## src/rtl/shift_add_mult_seq.sv

```systemverilog
// Iterative shift-and-add multiplier: one multiplier bit per clock, unsigned or
// two's-complement per operation, full-width product reported with a done pulse.
module shift_add_mult_seq #(
  parameter  int WA = 8,
  parameter  int WB = 8,
  localparam int PW = WA + WB
) (
  input  logic          clk,
  input  logic          clr_n,
  input  logic          start,
  input  logic          signed_mode,
  input  logic [WA-1:0] a,
  input  logic [WB-1:0] b,
  output logic          busy,
  output logic          done,
  output logic [PW-1:0] product
);

  localparam int CW = (WA > 1) ? $clog2(WA) : 1;

  localparam logic [0:0] S_IDLE = 1'b0;
  localparam logic [0:0] S_RUN  = 1'b1;

  logic [0:0]    state_reg;
  logic [WA-1:0] a_reg;
  logic [WB-1:0] b_reg;
  logic          signed_reg;
  logic [PW-1:0] acc_reg;
  logic [PW-1:0] acc_next;
  logic [PW-1:0] product_reg;
  logic          done_reg;
  logic [CW-1:0] cnt_reg;
  logic [PW-1:0] b_ext;
  logic [PW-1:0] addend;
  logic          last_bit;

  // Upper bits of the multiplicand copy its sign bit only in signed mode.
  assign b_ext[WB-1:0] = b_reg;
  generate
    for (genvar gi = WB; gi < PW; gi++) begin : g_b_ext
      assign b_ext[gi] = signed_reg & b_reg[WB-1];
    end
  endgenerate

  assign last_bit = (cnt_reg == CW'(WA - 1));
  assign addend   = b_ext << cnt_reg;

  // The sign bit of a carries weight -2^(WA-1), so its partial product is subtracted.
  always_comb begin
    acc_next = acc_reg;
    if (a_reg[cnt_reg]) begin
      if (signed_reg && last_bit) acc_next = acc_reg - addend;
      else                        acc_next = acc_reg + addend;
    end
  end

  always_ff @(posedge clk or negedge clr_n) begin
    if (!clr_n) begin
      state_reg   <= S_IDLE;
      a_reg       <= '0;
      b_reg       <= '0;
      signed_reg  <= 1'b0;
      acc_reg     <= '0;
      cnt_reg     <= '0;
      product_reg <= '0;
      done_reg    <= 1'b0;
    end else begin
      done_reg <= 1'b0;
      case (state_reg)
        S_IDLE: begin
          if (start) begin
            a_reg      <= a;
            b_reg      <= b;
            signed_reg <= signed_mode;
            acc_reg    <= '0;
            cnt_reg    <= '0;
            state_reg  <= S_RUN;
          end
        end
        default: begin
          acc_reg <= acc_next;
          if (last_bit) begin
            product_reg <= acc_next;
            done_reg    <= 1'b1;
            cnt_reg     <= '0;
            state_reg   <= S_IDLE;
          end else begin
            cnt_reg <= cnt_reg + 1'b1;
          end
        end
      endcase
    end
  end

  assign busy    = (state_reg == S_RUN);
  assign done    = done_reg;
  assign product = product_reg;

endmodule

```

## config.mk

```make
export PLATFORM = sky130hd
export DESIGN_NAME = shift_add_mult_seq
export DESIGN_NICKNAME = d
export VERILOG_FILES = /design/src/rtl/shift_add_mult_seq.sv
export SDC_FILE = /design/constraint.sdc
export NUM_CORES = 1
export LEC_CHECK = 0
export BUFFER_PORTS_ARGS = -buffer_cell sky130_fd_sc_hd__buf_4
export CELL_PAD_IN_SITES_DETAIL_PLACEMENT = 0
export CELL_PAD_IN_SITES_GLOBAL_PLACEMENT = 1
export CORE_MARGIN = 5
export CORE_UTILIZATION = 46
export DETAILED_ROUTE_END_ITERATION = 7
export PLACE_DENSITY = 0.87
export SYNTH_ARGS = -nofsm -noshare
export SYNTH_HDL_FRONTEND = slang
export SYNTH_SLANG_ARGS = --single-unit
```

## constraint.sdc

```tcl
create_clock -name clk -period 6.37 [get_ports clk]
set_clock_uncertainty 0.15 [all_clocks]
set_input_delay 0.637 -clock clk [delete_from_list [all_inputs] [get_ports clk]]
set_output_delay 0.637 -clock clk [all_outputs]
set_load 0.01 [all_outputs]
```

======== After elaboration in Yosys (flattened, before gate mapping) ========
Cells that the tools add are included.
word-level totals
  output and inout port bits .............. 18
  input bits .............................. 20
  word-level logic and storage cells ...... 34
  bits in registers ....................... 54
cells by class
  eq/ne operators ......................... 1
  shift operators ......................... 1
  reductions and logical operators ........ 4
  mux-type cells .......................... 14
  $add $sub $neg .......................... 3
  order comparisons ....................... 1
  bitwise logic cells ..................... 2
operators by type and width
  operator                                                     count
  2-to-1 mux 16 bit                                            4
  adder 16 bit                                                 1
  << shifter 16 x 3 -> 16 bit                                  1
  subtractor 16 bit                                            1
  2-to-1 mux 3 bit                                             3
  2-to-1 mux 1 bit                                             6
  less-than comparator 3 x 4 -> 1 bit (second input constant)  1
  AND reduction 2 bit                                          2
  adder 3 x 1 -> 3 bit (second input constant)                 1
  binary-select mux 1 bit (select 3 bit)                       1
  equality test 3 bit (second input constant)                  1
  nonzero test 2 bit                                           1
  AND 1 bit                                                    1
  logical AND 1 bit                                            1
  NOT 1 bit                                                    1

======== Logic depth before layout (Yosys ltp) ========
  depth after elaboration ................. 6
  depth in mapped cells ................... 20
  depth with buffers taken out ............ 18

======== Worst setup path after synthesis ========
Ideal clock, no wire load.
  path type ............................... reg2reg
  start point ............................. register cnt_reg[2]
  end point ............................... register product_reg[15], in the netlist product[15]
  setup time .............................. 0.082 ns
  clock period less this slack ............ 4.517 ns
  path buffers ............................ 3
  arrival time ............................ 4.285 ns
  setup slack ............................. 1.853 ns
  required time ........................... 6.138 ns
  stages on the path, launching flop included .. 20
  cell sequence ........................... dfrtp_1 clkbuf_1 clkbuf_1 buf_1 nor3_1 inv_1 ha_1 o21ai_0 a211o_1 o31ai_1 xor2_1 ha_1 a21o_1 a31o_2 a221o_1 a211oi_1 o21ba_2 xor2_1 or3_1 a31oi_1
between the ends
  longest elaborated chain between the ends .. 4
  elaborated cells between the ends (all ways) .. 10
  classes of those cells .................. 2 x add/sub; 1 x eq/ne; 1 x shift; 4 x mux; 2 x reduce/logical
ends and longest elaborated chain
  what                                                                line    source
  from (decl)                                                         32      logic [CW-1:0] cnt_reg;
  from (signal assigned)                                              88      cnt_reg <= cnt_reg + 1'b1;
  << shifter 16 x 3 -> 16 bit or equality test 3 bit (tied branches)  46, 45
  adder 16 bit, or another cell as far along                          53      else acc_next = acc_reg + addend;
  2-to-1 mux 16 bit                                                   52      if (signed_reg && last_bit) acc_next = acc_reg - addend;
  2-to-1 mux 16 bit                                                   51      if (a_reg[cnt_reg]) begin
  to (signal assigned)                                                83      product_reg <= acc_next;
  to (decl)                                                           30      logic [PW-1:0] product_reg;
Several ways; a longest one is shown, not always the timed one. The select of a mux whose other input is x is not followed.
A chain may end at the register's enable or synchronous reset.

======== Worst setup path after layout ========
  start point ............................. register cnt_reg[1]
  end point ............................... register product_reg[15], in the netlist product[15]
The elaborated chain is that of the path after synthesis.

==> impl_metrics.csv <==
group,metric,value,unit
floorplan,die_x,101,um
worst_setup_path,endpoint_kind,"flip-flop",
worst_setup_path,slowest_delay,0.75,ns
clock_network,cts_hold_buf,0,
logic_synthesis,yosys.cell_types.count,55,
outcome,status,"complete, no violations",
clock_network,clk_pin_slew,0.11,ns
layout,final_util,52.5,%
timing,period_minus_slack,5.01,ns
worst_setup_path,regToRegSetupSlack,1.36,ns
timing,fmax,199,MHz
logic_synthesis,synth_edf_count,0,
flow_run,maxCapViolCount,0,
timing,fin_tns_setup,0,ns
place,port_buffers,37,
grt,globalRouteOverflowTotal,0,
logic_synthesis,syn_area,3800,sq um
logic_synthesis,yosysSeqAreaShare,35.6,%
worst_setup_path,cp_cell_sequence,"clkinv_1, mux2i_1, nor2_1, o21ai_0, a211o_1, o31ai_1, xor2_1, ha_1, a21o_1, a31o_2, a221o_1, a211oi_1, o21ba_2, xor2_1, or3_1, a31oi_1",
logic_synthesis,netlist_instances,427,
grt,grt_pass1_wl,15.2,mm
grt,antenna_found_initial,0,
floorplan,rows,33,
worst_setup_path,crit_required,6.46,ns
clock_network,cts_root_buf,"clkbuf_8",
drt,antenna_left,0,
timing,relSlewSlack,46.9,%
layout,nNetsFinal,494,
clock_network,post_cts_buffers,0,
timing,maxSlewViolCount,0,
logic_synthesis,synth-seq-cells,54,
layout,final_cell_mix,"nand2_1, dfrtp_1, o21ai_0, buf_4, a21oi_1",
logic_synthesis,yosysWarnings,0,
clock_network,cts_tree,"built",
clock_network,htreeDepth,2,
drt,drt_wl_total,8.57,mm
worst_setup_path,worst-path-buf-inv,1,
layout,area_delta_synth_final,12.6,%
floorplan,start_util,46.7,%
worst_setup_path,cpLargestDelayFamily,"compound AO/OA/AOI/OAI gates",
place,gp_congestion,0.888,
worst_setup_path,worst-setup-path-type,"reg2reg",
worst_setup_path,worstPathMaxFanout,21,
grt,grt_use_total,18.3,%
layout,drive_gt1_share,18.0,%
layout,finalNonFillerCells,561,
grt,grt_pass1_vias,3126,
clock_network,clk_path_buf_depth,2,
worst_setup_path,cp-startpoint,"cnt_reg[1]$_DFFE_PN0P_",
drt,firstDrtPassIters,4,
worst_setup_path,ff2ff_path_depth,16,
logic_synthesis,syn_nets,466,
place,dp_cells,553,
layout,final_common_cell,"nand2_1",
timing,rsz0062_at_grt,"no",
clock_network,clk_latency,0.31,ns
hold_path,worst_hold_path_type,"in2async",
worst_setup_path,cpMaxStageDelayCell,"dfrtp_1",
worst_setup_path,timing.rr.start,"cnt_reg[1]$_DFFE_PN0P_",
timing,setup_violations,0,
drt,dr_total_vias,3091,
timing,hold_viol,0,
place,dp_hpwl,6.49,mm
drt,routed_via_density,5.51,
grt,grt_max_degree,55,
worst_setup_path,crit_path_start_kind,"flip-flop",
floorplan,dieArea,10200,sq um
logic_synthesis,synthArstFlopShare,100,%
drt,drc,0,
layout,fill_cells,775,
worst_setup_path,reg2reg_to,"product[15]$_DFFE_PN0P_",
floorplan,die_y,101,um
floorplan,io_pins,38,
worst_setup_path,cpMostUsedCell,"xor2_1",
logic_synthesis,synthFlopType,"dfrtp_1",
floorplan,core_area,8130,sq um
logic_synthesis,avgSynthCellArea,8.89,sq um
clock_network,cts-resized-gates,0,
timing,worstMarginPinSlew,0.796,ns
drt,wl_per_cell,15.3,um
clock_network,cts_sinks,54,
worst_setup_path,cp.arrival,5.11,ns
timing,fin_crit_sh,78.7,%
drt,drtIter0Drc,116,
layout,diodes,0,
clock_network,cts_buffers,5,
-- kinds of logic (layout without fill, tap and decap cells) --
kind of cell,count (synthesis),count (layout),share of synthesized area [%]
muxes,35,35,11.2
xor gates and xnor gates,25,25,5.77
buffers and inverters,37,66,3.72
DFF,54,54,35.6
and+or+nand+nor,140,140,17.6
adders and majority gates,19,19,6.46
AOI/OAI and AO/OA,117,117,19.6
-- cells in the mapped netlist (2+ instances only) --
cell	count	share of area (%)
a211o_1	2	0.46
a211oi_1	4	0.79
a21o_1	9	1.8
a21oi_1	29	3.8
a22o_1	2	0.46
a31oi_1	6	0.99
and2_1	5	0.82
and3_1	7	1.2
buf_1	3	0.30
buf_2	2	0.26
clkbuf_1	15	1.5
dfrtp_1	54	36
ha_1	18	5.9
inv_1	15	1.5
mux2_2	19	5.6
mux2i_1	12	3.2
mux4_2	4	2.4
nand2_1	59	5.8
nand2b_1	10	1.6
nand3_1	12	1.6
nor2_1	23	2.3
nor2b_1	4	0.66
nor3_1	6	0.79
o21ai_0	45	5.9
o31ai_1	4	0.79
o41ai_4	2	1.5
or3_1	4	0.66
or4_1	2	0.40
xnor2_1	12	2.8
xor2_1	13	3.0
-- per-stage QoR --
step | hold slack (ns) | worst slack [ns] | cell area [sq um]
after detailed placement | 0.322 | 1.40 | 4160
after CTS | 0.234 | 1.37 | 4270
after floorplan | 0.191 | 1.85 | 3800
after global placement | 0.311 | 1.48 | 4160
after global routing | 0.273 | 0.970 | 4270
final | 0.196 | 1.36 | 4270
-- how the worst max path moves through the flow --
stage               slack, ns                 endpoint  cells after the start
floorplan                1.85  product[15]$_DFFE_PN0P_                     19
global placement         1.48  product[15]$_DFFE_PN0P_                     16
detailed placement       1.40  product[15]$_DFFE_PN0P_                     16
CTS                      1.37  product[15]$_DFFE_PN0P_                     16
global route             0.97  product[15]$_DFFE_PN0P_                     16
finish                   1.36  product[15]$_DFFE_PN0P_                     16
-- cell type report --
type / instances / area, sq um / area share [%]
clock buffer: 5 / 68.8 / 1.61
clock inverter: 3 / 43.8 / 1.02
inverter: 17 / 63.8 / 1.49
multi-input combinational: 336 / 2310 / 54.0
sequential: 54 / 1350 / 31.6
tap: 105 / 131 / 3.07
timing repair buffer: 41 / 308 / 7.20
-- metal layers --
metal  share of wire [%]  vias up  track usage, %  routed length (um)
li1                    -     1575               -                   -
met1                  47     1428            25.2                4050
met2                  46       75            29.4                3930
met3                 4.8       13            3.39                 415
met4                 1.9        0            5.70                 165
met5                   0        -               0                   0
Power is not shown: default switching activity piles up to over one toggle a cycle in this logic, so the estimate is an artifact.
